`src/rtl/pipe_adder.sv`:
```
// pipe_adder: pipelined adder/subtractor, carry chain cut into STAGES segments.
// One global advance moves every stage; beats leave in acceptance order.
module pipe_adder #(
  parameter int WIDTH  = 32,
  parameter int STAGES = 4
) (
  input  logic             clk,
  input  logic             rst,
  input  logic             in_valid,
  output logic             in_ready,
  input  logic [WIDTH-1:0] a,
  input  logic [WIDTH-1:0] b,
  input  logic             ci,
  input  logic             sub,
  output logic             out_valid,
  input  logic             out_ready,
  output logic [WIDTH-1:0] s,
  output logic             co,
  output logic             ovf
);

  localparam int SEG = WIDTH / STAGES;

  if (STAGES < 1 || STAGES > WIDTH) begin : g_bad_stages
    $error("pipe_adder: STAGES must lie in 1..WIDTH");
  end

  if (WIDTH % STAGES != 0) begin : g_bad_width
    $error("pipe_adder: WIDTH must be a multiple of STAGES");
  end

  // Per-stage state. opa/opb keep only the bits still to be added,
  // sum keeps only the bits already produced.
  logic             v_q   [STAGES];
  logic             v_d   [STAGES];
  logic             c_q   [STAGES];
  logic             c_d   [STAGES];
  logic [WIDTH-1:0] opa_q [STAGES];
  logic [WIDTH-1:0] opa_d [STAGES];
  logic [WIDTH-1:0] opb_q [STAGES];
  logic [WIDTH-1:0] opb_d [STAGES];
  logic [WIDTH-1:0] sum_q [STAGES];
  logic [WIDTH-1:0] sum_d [STAGES];
  logic             ovf_q;
  logic             ovf_d;

  logic             adv;
  logic [WIDTH-1:0] b_eff;
  logic             ci_eff;
  logic [SEG:0]     r;
  logic             top_a;
  logic             top_b;
  logic             top_s;

  // One segment of the carry chain: returns {carry_out, sum_seg}.
  function automatic logic [SEG:0] seg_add(
    input logic [WIDTH-1:0] x,
    input logic [WIDTH-1:0] y,
    input logic             cin,
    input int               k
  );
    logic [SEG:0] xs;
    logic [SEG:0] ys;
    xs = {1'b0, x[k*SEG +: SEG]};
    ys = {1'b0, y[k*SEG +: SEG]};
    seg_add = xs + ys + {{SEG{1'b0}}, cin};
  endfunction

  // Mask selecting operand bits above segment k.
  function automatic logic [WIDTH-1:0] hi_mask(input int k);
    logic [WIDTH-1:0] m;
    m = {WIDTH{1'b1}};
    hi_mask = m << ((k + 1) * SEG);
  endfunction

  // Subtract as a + ~b + 1; carry-in is forced high.
  always_comb begin
    b_eff  = sub ? ~b : b;
    ci_eff = sub | ci;
  end

  // Global advance: pipeline moves unless the output is stalled.
  always_comb begin
    adv = !v_q[STAGES-1] || out_ready;
  end

  // Segment adders and skew bookkeeping for every stage.
  always_comb begin
    r     = seg_add(a, b_eff, ci_eff, 0);
    top_a = a[WIDTH-1];
    top_b = b_eff[WIDTH-1];
    top_s = r[SEG-1];

    v_d[0]              = in_valid;
    c_d[0]              = r[SEG];
    opa_d[0]            = a & hi_mask(0);
    opb_d[0]            = b_eff & hi_mask(0);
    sum_d[0]            = '0;
    sum_d[0][SEG-1:0]   = r[SEG-1:0];

    for (int k = 1; k < STAGES; k++) begin
      r     = seg_add(opa_q[k-1], opb_q[k-1], c_q[k-1], k);
      top_a = opa_q[k-1][WIDTH-1];
      top_b = opb_q[k-1][WIDTH-1];
      top_s = r[SEG-1];

      v_d[k]                  = v_q[k-1];
      c_d[k]                  = r[SEG];
      opa_d[k]                = opa_q[k-1] & hi_mask(k);
      opb_d[k]                = opb_q[k-1] & hi_mask(k);
      sum_d[k]                = sum_q[k-1];
      sum_d[k][k*SEG +: SEG]  = r[SEG-1:0];
    end

    ovf_d = (top_a == top_b) && (top_s != top_a);
  end

  // Stage registers: cleared by reset, shifted together on advance.
  always_ff @(posedge clk or posedge rst) begin
    if (rst) begin
      for (int k = 0; k < STAGES; k++) begin
        v_q[k]   <= 1'b0;
        c_q[k]   <= 1'b0;
        opa_q[k] <= '0;
        opb_q[k] <= '0;
        sum_q[k] <= '0;
      end
      ovf_q <= 1'b0;
    end else if (adv) begin
      for (int k = 0; k < STAGES; k++) begin
        v_q[k]   <= v_d[k];
        c_q[k]   <= c_d[k];
        opa_q[k] <= opa_d[k];
        opb_q[k] <= opb_d[k];
        sum_q[k] <= sum_d[k];
      end
      ovf_q <= ovf_d;
    end
  end

  assign in_ready  = adv;
  assign out_valid = v_q[STAGES-1];
  assign s         = sum_q[STAGES-1];
  assign co        = c_q[STAGES-1];
  assign ovf       = ovf_q;

  // A stalled output beat must not change until it is taken.
  property p_hold;
    @(posedge clk) disable iff (rst)
      out_valid && !out_ready |=>
        out_valid && $stable(s) && $stable(co) && $stable(ovf);
  endproperty

  a_hold: assert property (p_hold);

endmodule

```
`config.mk`:
```
export PLATFORM = sky130hd
export DESIGN_NAME = pipe_adder
export DESIGN_NICKNAME = d
export VERILOG_FILES = /design/src/rtl/pipe_adder.sv
export SDC_FILE = /design/constraint.sdc
export NUM_CORES = 1
export LEC_CHECK = 0
export CAP_MARGIN = 20
export CORE_MARGIN = 3
export CORE_UTILIZATION = 50
export DETAILED_ROUTE_END_ITERATION = 6
export MAX_ROUTING_LAYER = met4
export PLACE_DENSITY_LB_ADDON = 0.12
export SYNTH_ARGS = -nofsm -noshare
export SYNTH_HDL_FRONTEND = slang
export SYNTH_SLANG_ARGS = --single-unit
```
`constraint.sdc`:
```
create_clock -name clk -period 5.97 [get_ports clk]
set_clock_uncertainty 0.1 [all_clocks]
set_input_delay 0.597 -clock clk [delete_from_list [all_inputs] [get_ports clk]]
set_output_delay 0.597 -clock clk [all_outputs]
set_load 0.005 [all_outputs]
```
==> run metrics, run 1 <==
status completed; setup total negative slack 0 ps; Sw Ratio 35.2%; DR vias 5944; Slew Viols, Final 0; CP peak stage delay 550 ps; critical path, cell by cell clkdlybuf4s50_1 > nor2b_4 > buf_12 > inv_4 > clkdlybuf4s50_1; CTS Buf Count 17; Worst EP required 5270 ps; initial antenna violation count 0; CTS tree yes; Top delay family on crit path buffers and inverters; r2r setup slk around 3300 ps; Reg clk slew, reported paths approximately 60 ps; Die Ht 135 µm; post-layout minimum cycle time between 3000 and 4000 ps; post-synthesis register bit count 185; Max-Cap Viols 0; Comb power frac 37.4%; first-pass GRT wire length approximately 27000 µm; # diodes 0; dpl ws around 2500 ps; first drt pass iteration count 4; GR Overflow Total 0; Pwr per Cell Area approximately 510 mW/mm²; Initial Util 51.9%; Tcrit/Tclk final roughly three fifths; asr flop ratio synth 100%; maximum vdd drop 482 µV; CTS Sinks roughly 190; drt initial violations 471; number of flops mapped to enable cells by yosys 0; # resized after CTS 0; sequential fraction of design power about two fifths; Worst setup SP type input pin; Slew headroom 38.5%; top-area cell type share of the netlist area 55.4%; most frequent cell after synthesis nand2_1; Netlist cell types 41; Placed Instance Area 0.00955 mm²; top cells by area, synth dfrtp_1 (55%), nand2_1 (20%), ha_1 (4.2%); clock root buffer clkbuf_16; DRC errors left 0; vias per inst a little under 5; final hold violation count 0; Mapped Area roughly 0.0084 mm²; final WL around 16000 µm; Hold WS approximately 360 ps; CP max stage cell clkdlybuf4s50_1; pin count of the biggest net entering global routing 218; placement row count between 40 and 50; hpwl dp 10400 µm; CP Max Fanout between 200 and 250; Area Overhead vs Synth 21.2%; Tightest Hold Check Type reg -> reg; Clk pwr share between 20% and 30%; most used cell, CP clkdlybuf4s50_1; worst setup margin 2460 ps; RSZ-0062 raised after global routing false; Buf/Inv on CP 4; final instance area 0.0101 mm²; Tightest Pin Transition 923 ps; post-route ant nets 0; Net Switching 1820 µW; Die W 135 µm; io pins 106; max frequency 285 MHz; H-tree level count 4; share of cells above drive strength 1 4.75%; number of setup buffers added after CTS 0; per-cell routed wire length 13.0 µm; worst path arrival time about 2800 ps; internal power 3360 µW; Placer Congestion 0.822; P_leak 0.00492 µW; core area 0.0161 mm²; synth warn 0; worst-skew pair later-pin latency 420 ps; Hold Buf Count CTS 0; layout net count ~1100; Syn Inst Count 913; cell taking the most area after synthesis dfrtp_1; port buffer count 105; Final setup viols 0; Critical Path End Type primary output; Main synth FF type dfrtp_1; worst-case clock buffer depth 2; Post-synth top cells nand2_1 (436), dfrtp_1 (185), o21ai_0 (46), xnor2_1 (31), ha_1 (28); Syn Area/Cell 9.16 µm²; sequential share of the synthesized area 55.4%; Die ar. 0.0183 mm²; WS Path Type in -> out; Post-Syn Nets approximately 1000; vias in the first global route 5766; gr usage total between 10% and 20%
## flip-flops by register name, indices dropped and copies added (netlist names)
register / count
co: 1
opa_q: 24
opb_q: 24
ovf: 1
v_d: 3
s: 32
sum_d: 48
opa_d: 24
opb_d: 24
c_q: 3
out_valid: 1
## stage by stage
| stage | power [µW] | std cells | utilization, % |
|---|---|---|---|
| 2_1_floorplan | 3470 | 913 | - |
| 3_3_place_gp | 4050 | 1194 | 59.3 |
| 3_5_place_dp | 4120 | 1194 | 59.3 |
| 4_1_cts | 5250 | 1226 | 62.9 |
| 5_1_grt | 5640 | 1226 | 62.9 |
| 6_report | 5180 | 1226 | 62.9 |
## layer usage
layer | track usage, % | wire (µm) | up-vias
met3 | 3.53 | 680 | 15
met1 | 27.4 | 7810 | 2745
li1 | - | - | 3075
met2 | 28.0 | 7190 | 109
met5 | - | 0 | -
met4 | 6.27 | 193 | 0
## power by group through the flow
stage	clock, µW	sequential, µW	combinational [µW]
finish	1100	2140	1940
global route	1180	2210	2250
CTS	1130	2150	1970
detailed placement	0	2170	1960
global placement	0	2150	1900
floorplan	0	2090	1380
## kinds of logic after synthesis
kind of cell	share of synthesized area, %
AO/OA/AOI/OAI	8.43
XOR/XNOR	5.24
adder cells (fa/ha/maj)	6.11
buffers and inverters	2.96
flip-flops	55.4
multiplexers	0.180
AND/OR/NAND/NOR	21.7
## layout by cell type (no fill, tap or decap), drive strengths merged, types with 2 or more instances in the layout
master,count
nand2,437
dfrtp,185
clkdlybuf4s50,104
o21ai,50
xnor2,31
ha,28
a21oi,23
nor2,22
clkbuf,22
xor2,19
inv,15
a211oi,9
fa,8
o31ai,6
buf,6
a21o,5
o211ai,4
clkinvlp,4
nor3b,3
nand2b,3
clkinv,3
o21a,2
nand3,2
o211a,2
bufinv,2
nor2b,2
o311ai,2
a31oi,2
## final timing paths
check | start | end | cells past startpoint
min reg2reg | v_d[0]$_DFFE_PP0P_ | out_valid$_DFFE_PP0P_ | 1
min | v_d[0]$_DFFE_PP0P_ | out_valid$_DFFE_PP0P_ | 1
max | out_ready | in_ready | 5
max in group asynchronous | rst | opb_d[95]$_DFFE_PP0P_ | 3
max reg2reg | out_valid$_DFFE_PP0P_ | c_q[3]$_DFFE_PP0P_ | 7
min in group asynchronous | rst | opa_q[104]$_DFFE_PP0P_ | 2
## cell type report
type,instances,area (µm²)
flip-flops and latches,185,4630
inverters,14,62.6
well taps,216,270
multi-input cells,669,3490
clock buffers,22,464
clock inverters,10,118
fillers,1438,5980
repair buffers,110,1100
Power figures use the tool's default switching activity.
==> run 2: changes to the inputs <==
- CORE_UTILIZATION: 50 -> 55
- clock period: 5.97 -> 3.55 ns (I/O delays scaled with it)
==> run 2 against run 1 <==
Against the previous run: critical path depth increased by 5; register-to-register slack got worse by 2100 ps; setup slack worse by 1300 ps; power grew 67%; sequential share of layout area is 0.26 points higher; count of clock-buffer cells in the layout up 2; utilization increased by 5.7 points; combinational power rose by 67%; worst hold slack worse by 0.68 ps; final cell count fell by 2.7%; sequential cell count unchanged; first-iteration DRC count is 2.8% lower; largest power group unchanged.
==> run metrics, run 2 (synthesis gave the netlist of run 1 again) <==
status completed; share of cells above drive strength 1 4.36% (-0.39 points); drt initial violations 458 (-2.8%); Tightest Hold Check Type in -> reg; placement row count 44 (-4.3%); Hold WS 357 ps (-0.681 ps); Comb power frac 37.4% (about the same); Final setup viols 0 (unchanged); core area 0.0147 mm² (-8.8%); most frequent cells in the layout nand2_1 (436), dfrtp_1 (185), clkdlybuf4s50_1 (104); WS Path Type in -> reg; Largest register FFs 48 (unchanged); CP Max Fanout 3 (-99%); port buffer count 105 (unchanged); GR Overflow Total 0 (unchanged); Reg clk slew, reported paths 60 ps (about the same); first drt pass iteration count 4 (unchanged); Worst EP required 3770 ps (-1500 ps); final instance area 0.0101 mm² (-0.57%); most common cell after layout, fill and taps aside nand2_1; Hold Crit Endpoint opa_q[109]$_DFFE_PP0P_; gr usage total 20.9% (+1.7 points); # diodes 0 (unchanged); worst-case clock buffer depth 2 (unchanged); Cells after DPL 1162 (-2.7%); CP max stage cell fa_1; RR Endpoint sum_d[46]$_DFFE_PP0P_; Die W 129 µm (-4.4%); worst min-delay path startpoint a[13]; hold depth 3 (+2); # resized after CTS 0 (unchanged); RSZ-0062 raised after global routing false; DRC errors left 0 (unchanged); per-cell routed wire length 13.2 µm (+2.3%); H-tree level count 4 (unchanged); final WL 15800 µm (-0.45%); number of setup buffers added after CTS 0 (unchanged); Slew Viols, Final 0 (unchanged); Critical Path End Type flip-flop; Max-Cap Viols 0 (unchanged); Initial Util 56.9% (+5.0 points); Area Overhead vs Synth 20.5%; Sw Ratio 35.0% (-0.15 points); worst path arrival time 2660 ps (-160 ps); sequential fraction of design power 41.7% (+0.4 points); Die Ht 129 µm (-4.4%); FILL cells 1233 (-14%); CTS Sinks 185 (unchanged); CTS Buf Count 17 (unchanged); post-route ant nets 0 (unchanged); DR vias 5994 (+0.84%); reg2reg path depth 7 (unchanged); Tightest Pin Transition 995 ps (+72.3 ps); Tcrit/Tclk final 68.8%; Core Util, Final 68.5% (+5.7 points); io pins 106 (unchanged); first-pass GRT wire length 27100 µm (-1.2%); most used cell, CP fa_1; worst-skew pair later-pin latency 420 ps (about the same); Clk pwr share 20.9% (-0.4 points); vias per inst 5.02 (+3.6%); layout net count 1103 (unchanged); internal power 5620 µW (+67%); final hold violation count 0 (unchanged); clock root buffer clkbuf_16; Placer Congestion 0.856 (+4.1%); critical path, cell by cell clkdlybuf4s50_1 > or2_2 > fa_1 > inv_1 > fa_1 > nor2b_1 > o31a_1 > o21ai_1 > a21boi_0 > o31ai_1; pin count of the biggest net entering global routing 217 (-0.46%); FF-to-FF Start c_q[3]$_DFFE_PP0P_; Pwr per Cell Area 858 mW/mm² (+68%); initial antenna violation count 0 (unchanged); vias in the first global route 5796 (+0.52%); P_leak 0.00491 µW (-0.19%); max frequency 410 MHz; r2r setup slk 1140 ps (-2120 ps); post-layout minimum cycle time 2440 ps; hpwl dp 10100 µm (-2.8%); Hold Buf Count CTS 0 (unchanged); Placed Instance Area 0.00952 mm² (-0.33%); setup total negative slack 0 ps (unchanged); maximum vdd drop 596 µV (+24%); Slew headroom 33.6% (-4.8 points); CTS tree yes; Die ar. 0.0167 mm² (-8.7%); CP peak stage delay 430 ps (-120 ps); Net Switching 3030 µW (+66%); fin cells 1193 (-2.7%); Worst setup SP type input pin
==> run 2: changes by cell type in the layout (fill, tap and decap cells not counted), sizes merged <==
cell,before,now
clkinv,3,2
clkbuf,22,24
clkinvlp,4,3
inv,15,14
==> run 2: per-layer routing <==
| layer | global-route usage, % | up-vias | routed length (µm) |
|---|---|---|---|
| met2 | 32.2 | 85 | 7490 |
| met1 | 28.6 | 2823 | 7630 |
| met5 | - | - | 0 |
| met3 | 4.82 | 12 | 553 |
| li1 | - | 3074 | - |
| met4 | 5.00 | 0 | 136 |
==> run 2: metrics by stage <==
stage | worst slack, ps | total power [µW]
6_report | 1110 | 8640
5_1_grt | 972 | 9390
4_1_cts | 1130 | 8740
3_5_place_dp | 700 | 6900
3_3_place_gp | 788 | 6790
2_1_floorplan | 716 | 5840
==> run 2: area by class of cell <==
class / instances / area, µm² / share of cell area, %
flip-flops and latches: 185 / 4630 / 46.0
multi-input cells: 669 / 3490 / 34.7
repair buffers: 110 / 1110 / 11.0
clock buffers: 24 / 462 / 4.58
well taps: 184 / 230 / 2.29
clock inverters: 7 / 93.8 / 0.932
inverters: 14 / 58.8 / 0.584
==> run 2: worst max path at each step <==
stage                     cells past startpoint                    end  slack, ps  startpoint
after floorplan                               1     c_q[1]$_DFFE_PP0P_        720         rst
after global placement                       10  sum_d[70]$_DFFE_PP0P_        790          ci
final                                        10  sum_d[70]$_DFFE_PP0P_       1110          ci
after detailed placement                     10  sum_d[70]$_DFFE_PP0P_        700          ci
after global routing                         10  sum_d[70]$_DFFE_PP0P_        970          ci
after CTS                                    10  sum_d[70]$_DFFE_PP0P_       1130          ci
==> run 2: power by group through the flow <==
| stage | Combinational [µW] | Clock (µW) | Sequential, µW |
|---|---|---|---|
| 2_1_floorplan | 2330 | 0 | 3510 |
| 3_5_place_dp | 3250 | 0 | 3650 |
| 6_report | 3240 | 1800 | 3600 |
| 3_3_place_gp | 3170 | 0 | 3620 |
| 4_1_cts | 3290 | 1830 | 3610 |
| 5_1_grt | 3750 | 1910 | 3730 |
==> run 2: critical path: cells and delay by family <==
family                   cells  cell delay (ps)
adder cells (fa/ha/maj)      2              630
AO/OA/AOI/OAI                4              860
AND/OR/NAND/NOR              2              340
buffers and inverters        2              470
